`config.mk`:
```
export PLATFORM = sky130hd
export DESIGN_NAME = mont_exit
export DESIGN_NICKNAME = d
export VERILOG_FILES = /design/src/rtl/mont_exit.sv
export SDC_FILE = /design/constraint.sdc
export NUM_CORES = 1
export LEC_CHECK = 0
export ABC_AREA = 1
export BUFFER_PORTS_ARGS = -buffer_cell sky130_fd_sc_hd__buf_2
export CAP_MARGIN = 0
export CORE_MARGIN = 1
export CORE_UTILIZATION = 40
export CTS_CLUSTER_DIAMETER = 80
export DETAILED_ROUTE_END_ITERATION = 7
export GPL_TIMING_DRIVEN = 0
export SETUP_SLACK_MARGIN = 0.02
export SKIP_LAST_GASP = 1
export SYNTH_ARGS = -nofsm -noshare
export SYNTH_HDL_FRONTEND = slang
export SYNTH_SLANG_ARGS = --single-unit
```
`constraint.sdc`:
```
create_clock -name clk -period 2.2 [get_ports clk]
set_clock_uncertainty 0.1 [all_clocks]
set_input_delay 0.11 -clock clk [delete_from_list [all_inputs] [get_ports clk]]
set_output_delay 0.11 -clock clk [all_outputs]
set_load 0.05 [all_outputs]
```
`src/rtl/mont_exit.sv`:
```
// Bit-serial Montgomery exit reducer: out = in * 2^-DATA_WIDTH mod Q, valid/ready on both sides.
// Optional build macro MONT_EXIT_RADIX4_EN applies two radix-2 steps per RUN cycle.
module mont_exit #(
  parameter int unsigned DATA_WIDTH = 12,
  parameter int unsigned Q          = 3329,
  parameter int unsigned TAG_WIDTH  = 4
) (
  input  logic                  clk,
  input  logic                  rst,
  input  logic                  in_valid,
  output logic                  in_ready,
  input  logic [DATA_WIDTH-1:0] in_data,
  input  logic [TAG_WIDTH-1:0]  in_tag,
  output logic                  out_valid,
  input  logic                  out_ready,
  output logic [DATA_WIDTH-1:0] out_data,
  output logic [TAG_WIDTH-1:0]  out_tag
);

`ifdef MONT_EXIT_RADIX4_EN
  localparam int unsigned ITER = (DATA_WIDTH + 1) / 2;
`else
  localparam int unsigned ITER = DATA_WIDTH;
`endif
  localparam int unsigned CNT_W = (ITER > 1) ? $clog2(ITER) : 1;

  localparam logic [DATA_WIDTH:0]   QW = (DATA_WIDTH + 1)'(Q);
  localparam logic [DATA_WIDTH-1:0] QD = DATA_WIDTH'(Q);
  localparam logic [CNT_W-1:0]      LAST_CNT = CNT_W'(ITER - 1);

  typedef enum logic [1:0] {
    StIdle,
    StRun,
    StDone
  } state_e;

  state_e                state;
  logic [DATA_WIDTH-1:0] t;
  logic [CNT_W-1:0]      cnt;
  logic [TAG_WIDTH-1:0]  tag_q;

  logic                  last_step;
  logic [DATA_WIDTH-1:0] step_val;
  logic [DATA_WIDTH-1:0] corr_val;
  logic                  accept;

  // One radix-2 step: halve T, adding Q first when T is odd so the shift is exact.
  function automatic logic [DATA_WIDTH-1:0] rstep(input logic [DATA_WIDTH-1:0] v);
    logic [DATA_WIDTH:0] sum;
    sum = {1'b0, v} + (v[0] ? QW : '0);
    return sum[DATA_WIDTH:1];
  endfunction

  assign last_step = (cnt == LAST_CNT);

`ifdef MONT_EXIT_RADIX4_EN
  localparam bit ODD_WIDTH = (DATA_WIDTH % 2) == 1;
  logic [DATA_WIDTH-1:0] step_one;
  logic [DATA_WIDTH-1:0] step_two;

  always_comb begin
    step_one = rstep(t);
    step_two = rstep(step_one);
    // Odd widths leave a single step for the final cycle.
    step_val = (ODD_WIDTH && last_step) ? step_one : step_two;
  end
`else
  always_comb begin
    step_val = rstep(t);
  end
`endif

  // Pre-correction value never exceeds Q, so one subtract lands in 0..Q-1.
  always_comb begin
    corr_val = (step_val >= QD) ? (step_val - QD) : step_val;
  end

  always_comb begin
    in_ready = (state == StIdle) || ((state == StDone) && out_ready);
    accept   = in_valid && in_ready;
  end

  always_ff @(posedge clk or posedge rst) begin
    if (rst) begin
      state     <= StIdle;
      t         <= '0;
      cnt       <= '0;
      tag_q     <= '0;
      out_valid <= 1'b0;
      out_data  <= '0;
      out_tag   <= '0;
    end else begin
      unique case (state)
        StIdle: begin
          if (accept) begin
            t     <= in_data;
            tag_q <= in_tag;
            cnt   <= '0;
            state <= StRun;
          end
        end
        StRun: begin
          t   <= step_val;
          cnt <= cnt + 1'b1;
          if (last_step) begin
            out_data  <= corr_val;
            out_tag   <= tag_q;
            out_valid <= 1'b1;
            state     <= StDone;
          end
        end
        StDone: begin
          if (out_ready) begin
            out_valid <= 1'b0;
            if (accept) begin
              t     <= in_data;
              tag_q <= in_tag;
              cnt   <= '0;
              state <= StRun;
            end else begin
              state <= StIdle;
            end
          end
        end
        default: begin
          state     <= StIdle;
          out_valid <= 1'b0;
        end
      endcase
    end
  end

endmodule

```
# ---- Word level (Yosys, flattened, before mapping)
# Index checks and enable logic that the tools add are counted.
# W data, S select, Z words.
dict set report word_totals {
  output_inout_bits 18
  reg_bits 39
}
dict set report op_classes {
  n_lt_le_gt_ge 1
  n_reduce_logical 11
  add_sub_neg 3
  mux 19
  eq_ne 6
  n_bitwise 1
}
# operator count
set op_table {}
lappend op_table {{$mux W12} 4}
lappend op_table {{$pmux W12 S3} 1}
lappend op_table {{$mux W4} 4}
lappend op_table {{$add A12 B12 Y13} 1}
lappend op_table {{$ge A12 B12 Y1 const B} 1}
lappend op_table {{$pmux W4 S3} 1}
lappend op_table {{$sub A12 B12 Y12 const B} 1}
lappend op_table {{$pmux W4 S2} 1}
lappend op_table {{$mux W2} 3}
lappend op_table {{$ne A2 B2 Y1 const B} 3}
lappend op_table {{$pmux W2 S3} 1}
lappend op_table {{$reduce_and A2 Y1} 3}
lappend op_table {{$reduce_and A3 Y1} 2}
lappend op_table {{$add A4 B1 Y4 const B} 1}
lappend op_table {{$eq A4 B4 Y1 const B} 1}
lappend op_table {{$mux W1} 3}
lappend op_table {{$pmux W1 S3} 1}
lappend op_table {{$reduce_bool A3 Y1} 1}
lappend op_table {{$eq A2 B1 Y1 const B} 1}
lappend op_table {{$eq A2 B2 Y1 const B} 1}
lappend op_table {{$logic_and A1 B1 Y1} 2}
lappend op_table {{$logic_not A2 Y1} 1}
lappend op_table {{$reduce_bool A2 Y1} 1}
lappend op_table {{$logic_or A1 B1 Y1} 1}
lappend op_table {{$not A1 Y1} 1}

# ---- Longest topological paths before layout
dict set report logic_depth {
  word_depth 7
  depth_mapped 16
  ltp_nobuf 16
}

# ---- Least setup slack after synthesis
# No wires, ideal clock.
dict set report synth_timing {
  path_type {register to register}
  startpoint {register state[1]}
  endpoint {register cnt[1]}
  period_less_slack_ns 2.343
  stages_incl_launch_ff 6
  t_arrival_ns 2.122
  setup_slack_ns -0.143
  required_time_ns 1.979
  path_buffers 0
  path_cell_list {dfrtp_1 > a21oi_1 > nand2_1 > nand2_1 > inv_1 > a22o_1}
}
dict set report synth_between {
  elab_chain_cells 7
  word_cells_on_any_way 12
  classes_between {3 x eq/ne; 3 x mux; 6 x reduce/logical}
}
# element line
set synth_rtl {}
lappend synth_rtl {{from (decl)} 37} ;# state_e state;
lappend synth_rtl {{from (signal assigned)} 85} ;# state <= StIdle;
lappend synth_rtl {{from (signal assigned)} 99} ;# state <= StRun;
lappend synth_rtl {{from (signal assigned)} 109} ;# state <= StDone;
lappend synth_rtl {{$eq A2 B2 Y1} 79} ;# in_ready = (state == StIdle) || ((state == StDone) && out_ready);
lappend synth_rtl {{$logic_and A1 B1 Y1} 79}
lappend synth_rtl {{$logic_or A1 B1 Y1 (*)} 79}
lappend synth_rtl {{net in_ready} 11} ;# output logic in_ready,
lappend synth_rtl {{$logic_and A1 B1 Y1 (*)} 80} ;# accept = in_valid && in_ready;
lappend synth_rtl {{$mux W4 (*)} n/a}
lappend synth_rtl {{$mux W4} n/a}
lappend synth_rtl {{$pmux W4 S3 (*)} 93} ;# unique case (state)
lappend synth_rtl {{to (signal assigned)} 104} ;# cnt <= cnt + 1'b1;
lappend synth_rtl {{to (decl)} 39} ;# logic [CNT_W-1:0] cnt;
# Mark *: on every way through the listed nets, which the timed path passes. The rest lies on a longest branch. The select of a mux whose other input is x is not followed.
# A chain may end at the register's enable or synchronous reset.

# ---- Worst setup path after layout
dict set report layout_timing {
  startpoint {register t[0]}
  endpoint {register out_data[6]}
}
dict set report layout_between {
  elab_chain_cells 4
  word_cells_on_any_way 5
  classes_between {2 x add/sub; 1 x order compare; 2 x mux}
}
# element line
set layout_rtl {}
lappend layout_rtl {{from (decl)} 38} ;# logic [DATA_WIDTH-1:0] t;
lappend layout_rtl {{from (signal assigned)} 96} ;# t <= in_data;
lappend layout_rtl {{from (signal assigned)} 103} ;# t <= step_val;
lappend layout_rtl {{from (signal assigned)} 116} ;# t <= in_data;
lappend layout_rtl {{$mux W12} 50} ;# sum = {1'b0, v} + (v[0] ? QW : '0);
lappend layout_rtl {{$add A12 B12 Y13 (*)} 50}
lappend layout_rtl {{$sub A12 B12 Y12 / $ge A12 B12 Y1 (equally long branches)} 75} ;# corr_val = (step_val >= QD) ? (step_val - QD) : step_val;
lappend layout_rtl {{$mux W12 (*)} 75}
lappend layout_rtl {{to (signal assigned)} 106} ;# out_data <= corr_val;
lappend layout_rtl {{to (decl)} 16} ;# output logic [DATA_WIDTH-1:0] out_data,
# Mark *: on every way between the ends. The rest lies on a longest branch, timed or not.

==> flow_metrics.tcl <==
set metrics [dict create \
    dr.pass1.iters 4 \
    grt_max_degree 40 \
    num_rows 28 \
    hold_class "input port to flop" \
    dp_cells 446 \
    period_share 0.978 \
    ioPinCount 38 \
    clock_latency_ns 0.30 \
    rsz0062_at_grt "yes" \
    diodes 0 \
    cp_max_fo 6 \
    drive_above_1_share 0.333 \
    crit_arrival_ns 2.25 \
    first_global_vias 2287 \
    yosysSeqAreaShare 0.392 \
    ys_ff_latch 39 \
    die_h_um 80.9 \
    post_drt_wl_per_cell_um 13.2 \
    yosysUniqueCellTypes 33 \
    ys_warn_count 0 \
    hold_violations 0 \
    numCtsBuffers 5 \
    finalSetupTns_ns 0 \
    worstMarginPinSlew_ns 0.866 \
    antenna_found_initial 0 \
    drt_iter0_drc 120 \
    grt_pass1_wl_um 10300 \
    start_util 0.418 \
    async_flop_share 1.00 \
    synth_top_flop_cell "dfrtp_1" \
    path_clk_slew_ns 0.08 \
    startpoint_type "flop" \
    grtUsageTotal 0.205 \
    ant_nets 0 \
    core-area_um2 5960 \
    htreeDepth 2 \
    outcome "finished clean" \
    final_cells 495 \
    synth_edf_count 0 \
    hpwl_um 4330 \
    die_area_um2 6540 \
    portBuffers 37 \
    die_width_um 80.9 \
    min_period_ns 2.15 \
    required_ns 2.30 \
    cap_violations 0 \
    vias_per_cell 4.95 \
    slew_viol_final 0 \
    syn_avg_cell_area_um2 7.45 \
    syn_area_um2 2490 \
    area_growth_syn_to_layout_pct 40.2 \
    end_kind "flop" \
    cts_sinks 39 \
    crit_type "flop to flop" \
    place_ws_ns -0.302 \
    overflow 0 \
    totalWireLength_um 6540 \
    timing.fmax_mhz 465 \
    num-nets-final 446 \
    slew_headroom 0.422 \
    worst_slack_ns 0.0477 \
    setup_viol 0 \
    vias 2451 \
    gp_congestion 0.868 \
    drcViolationCount 0 \
    clockBufferDepth 2 \
    cts_tree "done" \
    syn-num-nets 361 \
    cts_root_buf "clkbuf_8" \
    netlist_instances 334 \
    fin_util 0.586 \
]
[synth_stat cells, types with 5 or more instances]
library cell    n  area share
ha_1            7       0.035
a21oi_1         5       0.010
nand2_1       137        0.21
xor2_1          5       0.018
o221ai_1        7       0.025
dfrtp_1        39        0.39
nand3_1        24       0.048
nand2_2        10       0.025
nand3_2         9       0.036
nor2_1         14       0.021
inv_1          33       0.050
o21ai_0         9       0.018
[cell usage in the layout, fill, tap and decap left out, types with 2 or more instances in the layout]
| cell type | Yosys | final |
|---|---|---|
| o22ai_1 | 2 | 2 |
| buf_12 | 0 | 2 |
| a21oi_1 | 5 | 4 |
| buf_6 | 1 | 2 |
| ha_4 | 0 | 5 |
| clkbuf_8 | 0 | 5 |
| xor2_1 | 5 | 5 |
| clkinv_1 | 3 | 3 |
| nand3_2 | 9 | 10 |
| nor2_1 | 14 | 12 |
| bufinv_16 | 0 | 2 |
| clkbuf_1 | 3 | 3 |
| inv_1 | 33 | 26 |
| clkbuf_16 | 0 | 2 |
| nand2_2 | 10 | 22 |
| ha_1 | 7 | 2 |
| nand2_4 | 1 | 5 |
| nor3_1 | 2 | 2 |
| nand3_4 | 2 | 3 |
| nand2_1 | 137 | 121 |
| buf_2 | 1 | 38 |
| o221ai_1 | 7 | 7 |
| buf_4 | 0 | 21 |
| nor2_4 | 3 | 5 |
| dlygate4sd3_1 | 0 | 17 |
| dfrtp_1 | 39 | 37 |
| inv_2 | 2 | 8 |
| o21ai_0 | 9 | 9 |
| dfrtp_2 | 0 | 2 |
| nand3_1 | 24 | 22 |
| nor2_2 | 2 | 2 |
| o211ai_1 | 3 | 3 |
[state kept, by name (all words and copies together), names as in the netlist]
signal	count
t	12
out_data	12
state	2
cnt	4
out_tag	4
tag_q	4
out_valid	1
[final timing paths]
check	start	endpoint	slack (ns)	cells after the start
worst min register to register	out_tag[1]	out_tag[1]	0.37	2
worst max-delay path	t[0]	out_data[6]	0.05	13
worst min-delay path	in_data[0]	t[0]	0.07	3
min in group asynchronous	rst	t[8]	0.44	3
max in group asynchronous	rst	t[2]	0.97	3
worst max register to register	t[0]	out_data[6]	0.05	13
[worst max-delay path, cell delays in order, from the launching register on]
cell and delay [ns]:
dfrtp_2 0.48, buf_4 0.18, ha_4 0.26, nand2_1 0.09, nor2_1 0.06, a211oi_2 0.24
nand2_2 0.09, inv_2 0.11, nor2_8 0.06, clkbuf_16 0.16, nand3_2 0.06, nand2_1 0.05
nand2_1 0.06, nand2_1 0.05
[layer usage]
| metal | vias to the layer above | share of wire | routed length [µm] | global-route usage |
|---|---|---|---|---|
| li1 | 1236 | - | - | - |
| met1 | 1156 | 0.46 | 2990 | 0.252 |
| met2 | 51 | 0.50 | 3240 | 0.366 |
| met3 | 8 | 0.034 | 222 | 0.0382 |
| met4 | 0 | 0.014 | 92 | 0.0536 |
| met5 | - | 0 | 0 | 0 |
[stage by stage]
step	hold slack (ns)	instance area [µm²]
5_1_grt	0.0968	3490
3_5_place_dp	0.210	2770
4_1_cts	0.0318	3120
3_3_place_gp	0.204	2770
6_report	0.0692	3490
2_1_floorplan	0.120	2490
[kinds of logic after synthesis]
kind of cell	count (synthesis)	share of synthesized area
flip-flops	39	0.392
AO/OA/AOI/OAI	30	0.0794
AND/OR/NAND/NOR	208	0.398
adder cells (fa/ha/maj)	7	0.0352
buffers and inverters	44	0.0744
XOR/XNOR	6	0.0211
[area by class of cell]
class | count | area [µm²]
Sequential cell | 39 | 978
Buffer | 5 | 52.6
Fill cell | 540 | 2470
Clock inverter | 2 | 60.1
Timing Repair Buffer | 79 | 586
Inverter | 38 | 145
Clock buffer | 6 | 72.6
Multi-Input combinational cell | 251 | 1500
Tap cell | 75 | 93.8
[what timing repair did]
action	4_1_cts	5_1_grt
pin swaps	1	26
gates cloned	0	2
setup buffers	3	20
hold endpoints to repair	56	0
resized for setup	7	43
setup endpoints to repair	12	15
hold buffers	17	0
Power is not shown: default switching activity piles up to over one toggle a cycle in this logic, so the estimate is an artifact.
